===== src/rtl/gcd_driver_if.sv =====
// Host-side operand and result streams of the GCD request sequencer.
// The host owns the master side; gcd_driver owns the slave side.
interface gcd_driver_if #(
    parameter int WIDTH = 8
);
    logic             in_valid;
    logic             in_ready;
    logic [WIDTH-1:0] in_a;
    logic [WIDTH-1:0] in_b;
    logic             res_valid;
    logic             res_ready;
    logic [WIDTH-1:0] res_data;
    logic             res_err;

    modport master (
        output in_valid, in_a, in_b, res_ready,
        input  in_ready, res_valid, res_data, res_err
    );

    modport slave (
        input  in_valid, in_a, in_b, res_ready,
        output in_ready, res_valid, res_data, res_err
    );
endinterface


===== src/rtl/gcd_driver.sv =====
// Request-side sequencer for the GCD unit: screens zero operands, issues go,
// waits for completion with a timeout and returns the result on a valid/ready stream.
//
// state | meaning
// IDLE  | ready for an operand pair
// ISSUE | go pulse to the GCD unit, timeout counter cleared
// WAIT  | waiting for gcd_done, counting towards TIMEOUT
// FLUSH | timeout abort, gcd_clr pulse, error result loaded
// RESP  | result presented until res_ready
module gcd_driver #(
    parameter int WIDTH   = 8,
    parameter int TIMEOUT = 255
) (
    input  logic             clk,
    input  logic             rst,
    gcd_driver_if.slave      bus,
    output logic             go,
    output logic [WIDTH-1:0] op_a,
    output logic [WIDTH-1:0] op_b,
    output logic             gcd_clr,
    input  logic             gcd_done,
    input  logic [WIDTH-1:0] gcd_result,
    output logic             busy
);
    localparam int CW = $clog2(TIMEOUT + 1);
    localparam logic [CW-1:0] CNT_LAST = CW'(TIMEOUT - 1);

    typedef enum logic [2:0] {IDLE, ISSUE, WAIT, FLUSH, RESP} state_t;

    state_t           state;
    state_t           state_next;
    logic [CW-1:0]    cnt;
    logic [WIDTH-1:0] res_data_q;
    logic             res_err_q;
    logic             operand_zero;

    // The subtractive GCD never terminates on a zero operand, so such pairs bypass it.
    assign operand_zero = (bus.in_a == '0) || (bus.in_b == '0);

    always_ff @(posedge clk) begin
        if (rst) state <= IDLE;
        else     state <= state_next;
    end

    always_comb begin
        state_next = state;
        case (state)
            IDLE:    if (bus.in_valid) state_next = operand_zero ? RESP : ISSUE;
            ISSUE:   state_next = WAIT;
            WAIT: begin
                if (gcd_done)             state_next = RESP;
                else if (cnt == CNT_LAST) state_next = FLUSH;
            end
            FLUSH:   state_next = RESP;
            RESP:    if (bus.res_ready) state_next = IDLE;
            default: state_next = IDLE;
        endcase
    end

    always_ff @(posedge clk) begin
        if (rst) begin
            op_a       <= '0;
            op_b       <= '0;
            cnt        <= '0;
            res_data_q <= '0;
            res_err_q  <= 1'b0;
        end else begin
            case (state)
                IDLE: begin
                    if (bus.in_valid) begin
                        op_a <= bus.in_a;
                        op_b <= bus.in_b;
                        if (operand_zero) begin
                            res_data_q <= bus.in_a | bus.in_b;
                            res_err_q  <= 1'b0;
                        end
                    end
                end
                ISSUE: cnt <= '0;
                WAIT: begin
                    cnt <= cnt + 1'b1;
                    if (gcd_done) begin
                        res_data_q <= gcd_result;
                        res_err_q  <= 1'b0;
                    end
                end
                FLUSH: begin
                    res_data_q <= '0;
                    res_err_q  <= 1'b1;
                end
                default: ;
            endcase
        end
    end

    assign go            = (state == ISSUE);
    assign gcd_clr       = (state == FLUSH);
    assign busy          = (state != IDLE);
    assign bus.in_ready  = (state == IDLE) && !rst;
    assign bus.res_valid = (state == RESP);
    assign bus.res_data  = res_data_q;
    assign bus.res_err   = res_err_q;
endmodule


===== src/flat_wrapper.sv =====
// flat-port wrapper written by rule: the top's interface ports become plain ports
module gcd_driver_flat 
#(
    parameter int WIDTH   = 8,
    parameter int TIMEOUT = 255
)
  (clk, rst, go, op_a, op_b, gcd_clr, gcd_done, gcd_result, busy, bus_in_valid, bus_in_a, bus_in_b, bus_res_ready, bus_in_ready, bus_res_valid, bus_res_data, bus_res_err);
  gcd_driver_if #(.WIDTH(WIDTH)) bus_i ();
  input  logic clk;
  input  logic rst;
  output logic go;
  output logic [WIDTH-1:0] op_a;
  output logic [WIDTH-1:0] op_b;
  output logic gcd_clr;
  input  logic gcd_done;
  input  logic [WIDTH-1:0] gcd_result;
  output logic busy;
  input wire logic [$bits(bus_i.in_valid)-1:0] bus_in_valid;
  input wire logic [$bits(bus_i.in_a)-1:0] bus_in_a;
  input wire logic [$bits(bus_i.in_b)-1:0] bus_in_b;
  input wire logic [$bits(bus_i.res_ready)-1:0] bus_res_ready;
  output wire logic [$bits(bus_i.in_ready)-1:0] bus_in_ready;
  output wire logic [$bits(bus_i.res_valid)-1:0] bus_res_valid;
  output wire logic [$bits(bus_i.res_data)-1:0] bus_res_data;
  output wire logic [$bits(bus_i.res_err)-1:0] bus_res_err;
  assign bus_i.in_valid = bus_in_valid;
  assign bus_i.in_a = bus_in_a;
  assign bus_i.in_b = bus_in_b;
  assign bus_i.res_ready = bus_res_ready;
  assign bus_in_ready = bus_i.in_ready;
  assign bus_res_valid = bus_i.res_valid;
  assign bus_res_data = bus_i.res_data;
  assign bus_res_err = bus_i.res_err;
  gcd_driver #(.WIDTH(WIDTH), .TIMEOUT(TIMEOUT)) u_core (.clk(clk), .rst(rst), .bus(bus_i), .go(go), .op_a(op_a), .op_b(op_b), .gcd_clr(gcd_clr), .gcd_done(gcd_done), .gcd_result(gcd_result), .busy(busy));
endmodule

===== config.mk =====
export PLATFORM = sky130hd
export DESIGN_NAME = gcd_driver_flat
export DESIGN_NICKNAME = d
export VERILOG_FILES = /design/src/rtl/gcd_driver_if.sv /design/src/rtl/gcd_driver.sv /design/src/flat_wrapper.sv
export SDC_FILE = /design/constraint.sdc
export NUM_CORES = 1
export LEC_CHECK = 0
export ABC_AREA = 1
export CAP_MARGIN = 20
export CORE_MARGIN = 1.5
export CORE_UTILIZATION = 45
export CTS_CLUSTER_DIAMETER = 200
export DETAILED_ROUTE_END_ITERATION = 7
export GPL_ROUTABILITY_DRIVEN = 1
export PLACE_DENSITY = 0.87
export SETUP_SLACK_MARGIN = 0.02
export SLEW_MARGIN = 10
export SYNTH_ARGS = -nofsm -noshare
export SYNTH_HDL_FRONTEND = slang
export SYNTH_SLANG_ARGS = --single-unit

===== constraint.sdc =====
create_clock -name clk -period 3.3 [get_ports clk]
set_input_delay 0.99 -clock clk [delete_from_list [all_inputs] [get_ports clk]]
set_output_delay 0.99 -clock clk [all_outputs]
set_load 0.01 [all_outputs]

==> results of run 1 <==
-- cells in the final DEF (no fill, tap or decap), drive strengths merged --
| master | n |
|---|---|
| nand2 | 62 |
| nor2 | 39 |
| nor3 | 3 |
| clkbuf | 6 |
| or2 | 2 |
| a31o | 1 |
| inv | 56 |
| dfxtp | 36 |
| a211oi | 1 |
| ha | 2 |
| clkinv | 2 |
| clkdlybuf4s50 | 58 |
| o21ai | 4 |
| buf | 3 |
| a21oi | 34 |
| nand3 | 23 |
| nand4 | 12 |
-- routing by layer --
layer | vias up | wire length, um
met3 | 11 | 238
met1 | 858 | 1960
met4 | 0 | 89
li1 | 1003 | -
met2 | 55 | 2290
met5 | - | 0
-- layout make-up --
type | instances | area (um2) | area share (%)
Multi-Input combinational cell | 183 | 885 | 34.4
Sequential cell | 36 | 721 | 28.0
Timing Repair Buffer | 61 | 603 | 23.4
Inverter | 56 | 210 | 8.17
Clock buffer | 6 | 82.6 | 3.21
Tap cell | 50 | 62.6 | 2.43
Clock inverter | 2 | 10.0 | 0.389
-- cells in the mapped netlist --
cell type,instances
a211oi_1,1
a21oi_1,34
a31o_2,1
buf_1,2
buf_2,4
clkbuf_1,4
dfxtp_1,36
ha_1,2
inv_1,53
inv_2,3
nand2_1,59
nand2_2,1
nand2_4,2
nand3_1,21
nand3_2,1
nand3_4,1
nand4_1,12
nor2_1,37
nor2_2,1
nor2_4,1
nor3_1,2
nor3_4,1
o21ai_0,3
o21ai_1,1
or2_0,2
-- registers in the layout (all words and copies together), names as in the netlist --
register / cells
u_core.bus.res_data: 8
u_core.op_b: 8
u_core.bus.res_err: 1
u_core.op_a: 8
u_core.cnt: 8
u_core.state: 3
-- per-stage QoR --
| stage | power (W) | utilization (%) |
|---|---|---|
| 6_report | 0.00193 | 64.8 |
| 5_1_grt | 0.00208 | 64.8 |
| 4_1_cts | 0.00194 | 64.8 |
| 3_5_place_dp | 0.00161 | 62.5 |
| 3_3_place_gp | 0.00159 | 62.5 |
| 2_1_floorplan | 0.00122 | - |
-- power breakdown --
part | internal (W) | switching (W) | leakage (nW) | total [W]
clock network | 0.000166 | 0.000154 | 0.0510 | 0.000320
logic | 0.000431 | 0.000558 | 0.784 | 0.000988
registers | 0.000548 | 0.0000729 | 0.294 | 0.000621
total | 0.00114 | 0.000785 | 1.13 | 0.00193
-- worst paths after layout --
kind / to / cells past startpoint
max: bus_in_ready / 3
min: u_core.op_b[4]$_SDFFE_PP0P_ / 2
max reg2reg: u_core.bus.res_data[6]$_SDFFE_PP0P_ / 9
min reg2reg: u_core.op_b[4]$_SDFFE_PP0P_ / 2
-- cell families (layout without fill, tap and decap cells) --
group           after synthesis  in the layout  synth area share, %
buf+inv                      66            125                 13.6
simple gates                141            141                 35.2
flops                        36             36                 38.8
fa+ha+maj                     2              2                 1.35
compound gates               40             40                 11.1
-- worst max-delay path: cells and delay by family --
| kind | cells | cell delay (ns) |
|---|---|---|
| buf+inv | 2 | 0.96 |
| simple gates | 1 | 0.11 |
==> impl_results.md, run 1 <==
* Outcome: completed
* Reg-to-reg setup timing slack at between 1.5 and 2 ns
* Clock-pin transition on the worst setup and hold timing paths at ~0.060 ns
* Vias in the first global route at roughly 1900
* Total global routing overflow at 0
* H-tree levels at 2
* I/O pin total at 59
* Vias per cell at ~4.9
* Crit path max-delay cell type: clkdlybuf4s50_1
* Detailed Routing Iterations Pass 1 at 4
* Critical path startpoint: rst
* Largest net degree at the start of global routing at 24
* DP Wirelength at between 3 and 4 mm
* DIE WIDTH at approximately 67 um
* Share of layout cells above drive strength 1 at ~6.7%
* Number of routed nets with antenna violations at 0
* Area Growth Syn to Fin at 38.5%
* Yosys cell types at 25
* Cell accounting for the most synthesized area: dfxtp_1
* M3 GR Usage at 6.00%
* Longest Clk Path Bufs at 2
* Synth top area share at 38.8%
* Vias at between 1500 and 2000
* Dpl ws at ~0.25 ns
* CTS tree: built
* Syn. warnings at 0
* Die ar. at about 0.0045 mm2
* Post-synthesis sequential area ratio at between 30% and 40%
* Total negative slack at 0 ns
* Residual DRC at 0
* Fin crit share at between 90% and 100%
* RSZ-0062 raised after global routing: no
* Worst Path Max Fanout at 2
* Worst setup SP type: input port
* Worst hold slack at 0.462 ns
* DIE HEIGHT at ~67 um
* P per Cell Area at between 700 and 800 mW/mm2
* Crit path cell chain: clkdlybuf4s50_1, nor2_1, clkdlybuf4s50_1
* Critical path class: in -> out
* Most frequent CP cell: clkdlybuf4s50_1
* Buffer count from post-CTS setup fixing at 0
* Root Buffer: clkbuf_8
* GRT Max-Usage Layer: met2
* Final setup viols at 0
* Avg Cell Area, Syn at roughly 6.5 um2
* Hold_buf cts at 0
* Placed Cells at 386
* Filler cells at between 300 and 400
* CTS buffer count at 5
* PostCTS Resize Cnt at 0
* IO Port Bufs at slightly below 60
* Max Clk Rate at ~330 MHz
* Met1 usage at 23.1%
* R2R Path Start: u_core.state[1]$_SDFFE_PP0P_
* First-pass GRT wire length at roughly 7.5 mm
* Final hold vios at 0
* GRT Util Overall at 21.5%
* Setup slack after layout at approximately 0.25 ns
* Initial Util at between 40% and 50%
* Gate count of the mapped netlist at 285
* Avg WL per Cell at roughly 12 um
* Min-delay src: u_core.op_b[4]$_SDFFE_PP0P_
* Hold Crit Class: reg -> reg
* NumNets Final at 374
* Core ar. at slightly below 0.004 mm2
* Delay of the slowest cell on the worst path at approximately 0.54 ns
* WL final at around 4.6 mm
* CP arrival at 2.06 ns
* Synth area leaders: dfxtp_1 (39%), nand2_1 (12%), inv_1 (11%)
* Leakage at roughly 1.1 nW
* Max VDD drop at ~0.00044 V
* CP endpoint kind: primary output
* Fin cells at between 300 and 400
* Cell Area, Synth at 0.00186 mm2
* Final instance area at ~0.0026 mm2
* Initial antenna violation count at 0
* Final slew viol count at 0
* GPL Wtd Cong at around 0.84
* Diode count at 0
* Worst Clk Skew at roughly 0.012 ns
* Met2 Usage GRT at between 30% and 40%
* Final worst path period need at 3.05 ns
* Worst slew margin at a little under three quarters
* Iter 0 DRT Violations at ~130
* Clk_lat worst skew at about 0.3 ns
* Seq cells post-synth at 36
* Placed Area at 0.00248 mm2
* Max Cap Viol at 0
* Worst slew pin tran at between 0.4 and 0.5 ns
* FP Rows at 23
* Syn Nets at approximately 320
* CTS sink cnt at 36
* Critical path required time at ~2.3 ns
Power figures use the tool's default switching activity.
==> run 2, diff against run 1 <==
--- a/config.mk
+++ b/config.mk
@@ -9,7 +9,6 @@
 export CAP_MARGIN = 20
 export CORE_MARGIN = 1.5
 export CORE_UTILIZATION = 45
-export CTS_CLUSTER_DIAMETER = 200
 export DETAILED_ROUTE_END_ITERATION = 7
 export GPL_ROUTABILITY_DRIVEN = 1
 export PLACE_DENSITY = 0.87
==> results of run 2 <==
No change in the layout: final DEF, timing and power equal those of run 1.
==> run 3, diff against run 2 <==
--- a/config.mk
+++ b/config.mk
@@ -7,7 +7,6 @@
 export LEC_CHECK = 0
 export ABC_AREA = 1
 export CAP_MARGIN = 20
-export CORE_MARGIN = 1.5
 export CORE_UTILIZATION = 45
 export DETAILED_ROUTE_END_ITERATION = 7
 export GPL_ROUTABILITY_DRIVEN = 1
==> impl_results.md, run 3 (synthesis results as in run 1) <==
* GRT Util Overall at 23.4% (+1.9 points)
* Core ar. at 0.00380 mm2 (-4.3%)
* Leakage at 1.12 nW (-0.48%)
* Avg WL per Cell at 11.6 um (-0.24%)
* Total global routing overflow at 0 (unchanged)
* Multi-input logic area at 885 um2 (unchanged)
* Die ar. at 0.00439 mm2 (-3.0%)
* DIE HEIGHT at 66.3 um (-1.5%)
* Met2 Routed Length at 2.26 mm (-1.3%)
* R2R Path Start: u_core.state[1]$_SDFFE_PP0P_
* GPL Wtd Cong at 0.856 (+1.3%)
* Leading cell type in the layout, fill and taps excluded: nand2_1
* Hold Crit Class: reg -> reg
* CP endpoint kind: primary output
* Net Sw Power at 0.000773 W (-1.4%)
* Diode count at 0 (unchanged)
* WL met3 at 288 um (+21%)
* RSZ-0062 raised after global routing: no
* Final slew viol count at 0 (unchanged)
* CTS tree: built
* Residual DRC at 0 (unchanged)
* CTS sink cnt at 36 (unchanged)
* Switching part of the total power at 40.2% (-0.43 points)
* Max VDD drop at 0.000475 V (+7.7%)
* Highest metal used: met4
* Fin crit share at 92.4% (about the same)
* Final setup viols at 0 (unchanged)
* Max Cap Viol at 0 (unchanged)
* Worst slew pin tran at 0.394 ns (-0.0261 ns)
* PostCTS Resize Cnt at 0 (unchanged)
* Area Growth Syn to Fin at 38.2%
* Iter 0 DRT Violations at 95 (-26%)
* Most frequent cells in the layout: nand2_1 (59), clkdlybuf4s50_1 (58), inv_1 (53), nor2_1 (37), dfxtp_1 (36)
* Worst hold slack at 0.461 ns (-0.000903 ns)
* Largest net degree at the start of global routing at 24 (unchanged)
* Critical path startpoint: rst
* Root Buffer: clkbuf_8
* Worst Clk Skew at 0.00608 ns (-0.00552 ns)
* Hold_buf cts at 0 (unchanged)
* Worst Path Max Fanout at 2 (unchanged)
* Final hold vios at 0 (unchanged)
* IO Port Bufs at 58 (unchanged)
* Outcome: completed
* Buffer count from post-CTS setup fixing at 0 (unchanged)
* FP Rows at 22 (-4.3%)
* NumNets Final at 374 (unchanged)
* DIE WIDTH at 66.3 um (-1.5%)
* Tot Pwr at 0.00192 W (-0.39%)
* WL met1 at 1.93 mm (-1.7%)
* Register area at 721 um2 (unchanged)
* Filler cells at 349 (-4.1%)
* Longest Clk Path Bufs at 2 (unchanged)
* I/O pin total at 59 (unchanged)
* Vias per cell at 4.96 (+1.3%)
* Initial antenna violation count at 0 (unchanged)
* Share of layout cells above drive strength 1 at 6.10% (-0.58 points)
* H-tree levels at 2 (unchanged)
* Vias in the first global route at 1806 (-3.5%)
* Clk_lat worst skew at 0.30 ns (about the same)
* Register share of total power at 32.1% (about the same)
* Initial Util at 48.9% (+2.1 points)
* Comb pwr share at 51.0% (-0.2 points)
* Min-delay src: u_core.op_b[3]$_SDFFE_PP0P_
* Critical path required time at 2.31 ns (about the same)
* Worst setup SP type: input port
* CP arrival at 2.06 ns (about the same)
* Total negative slack at 0 ns (unchanged)
* Worst slew margin at 73.7% (+1.7 points)
* Detailed Routing Iterations Pass 1 at 4 (unchanged)
* Vias at 1943 (+0.83%)
* P per Cell Area at 748 mW/mm2 (-0.20%)
* Max Clk Rate at 328 MHz (about the same)
* CTS buffer count at 5 (unchanged)
* Clock power share at 16.8% (+0.2 points)
* Number of routed nets with antenna violations at 0 (unchanged)
* Final worst path period need at 3.05 ns (+0.00236 ns)
* Cell-internal power at 0.00115 W (+0.33%)
* Clock-pin transition on the worst setup and hold timing paths at 0.06 ns (about the same)
* First-pass GRT wire length at 7.76 mm (+4.0%)
* DP Wirelength at 3.37 mm (-0.26%)
* WL final at 4.55 mm (-0.74%)
* Critical path class: in -> out
run 3: cell count changes in the layout (fill, tap and decap cells not counted), sizes merged:
cell,delta
clkbuf,+2
clkinv,-2
run 3: final cells by class:
type                    count  share of cell area [%]
multi-input cells         183                    34.4
flip-flops and latches     36                    28.1
repair buffers             61                    23.5
inverters                  56                    8.18
clock buffers               8                    3.51
well taps                  48                    2.34
run 3: path summary, 6_finish.rpt:
path	end	slack [ns]	cells past startpoint
worst max register to register	u_core.bus.res_data[6]$_SDFFE_PP0P_	1.62	9
worst max-delay path	bus_in_ready	0.25	3
worst min-delay path	u_core.op_b[3]$_SDFFE_PP0P_	0.46	2
worst min register to register	u_core.op_b[3]$_SDFFE_PP0P_	0.46	2
run 3: worst max-delay path, cell delays in order:
cell,delay (ns)
clkdlybuf4s50_1,0.43
nor2_1,0.11
clkdlybuf4s50_1,0.54
run 3: metrics by stage:
stage / cells / cell area (um2) / util, % / worst slack (ns)
after floorplan: 285 / 1860 / - / 0.947
after global placement: 384 / 2480 / 65.3 / 0.241
after detailed placement: 384 / 2480 / 65.3 / 0.237
after CTS: 392 / 2570 / 67.6 / 0.236
after global routing: 392 / 2570 / 67.6 / 0.210
final: 392 / 2570 / 67.6 / 0.249
run 3: power groups by stage:
stage | Combinational (W) | Sequential, W | Clock (W)
finish | 0.000981 | 0.000617 | 0.000324
global route | 0.00110 | 0.000633 | 0.000352
CTS | 0.000985 | 0.000619 | 0.000331
detailed placement | 0.000979 | 0.000628 | 0
global placement | 0.000965 | 0.000623 | 0
floorplan | 0.000553 | 0.000669 | 0
run 3: metal layers:
metal	vias up	track usage (%)
met4	0	7.98
met2	59	40.2
met3	8	7.41
met1	870	27.3
li1	1006	-
met5	-	0
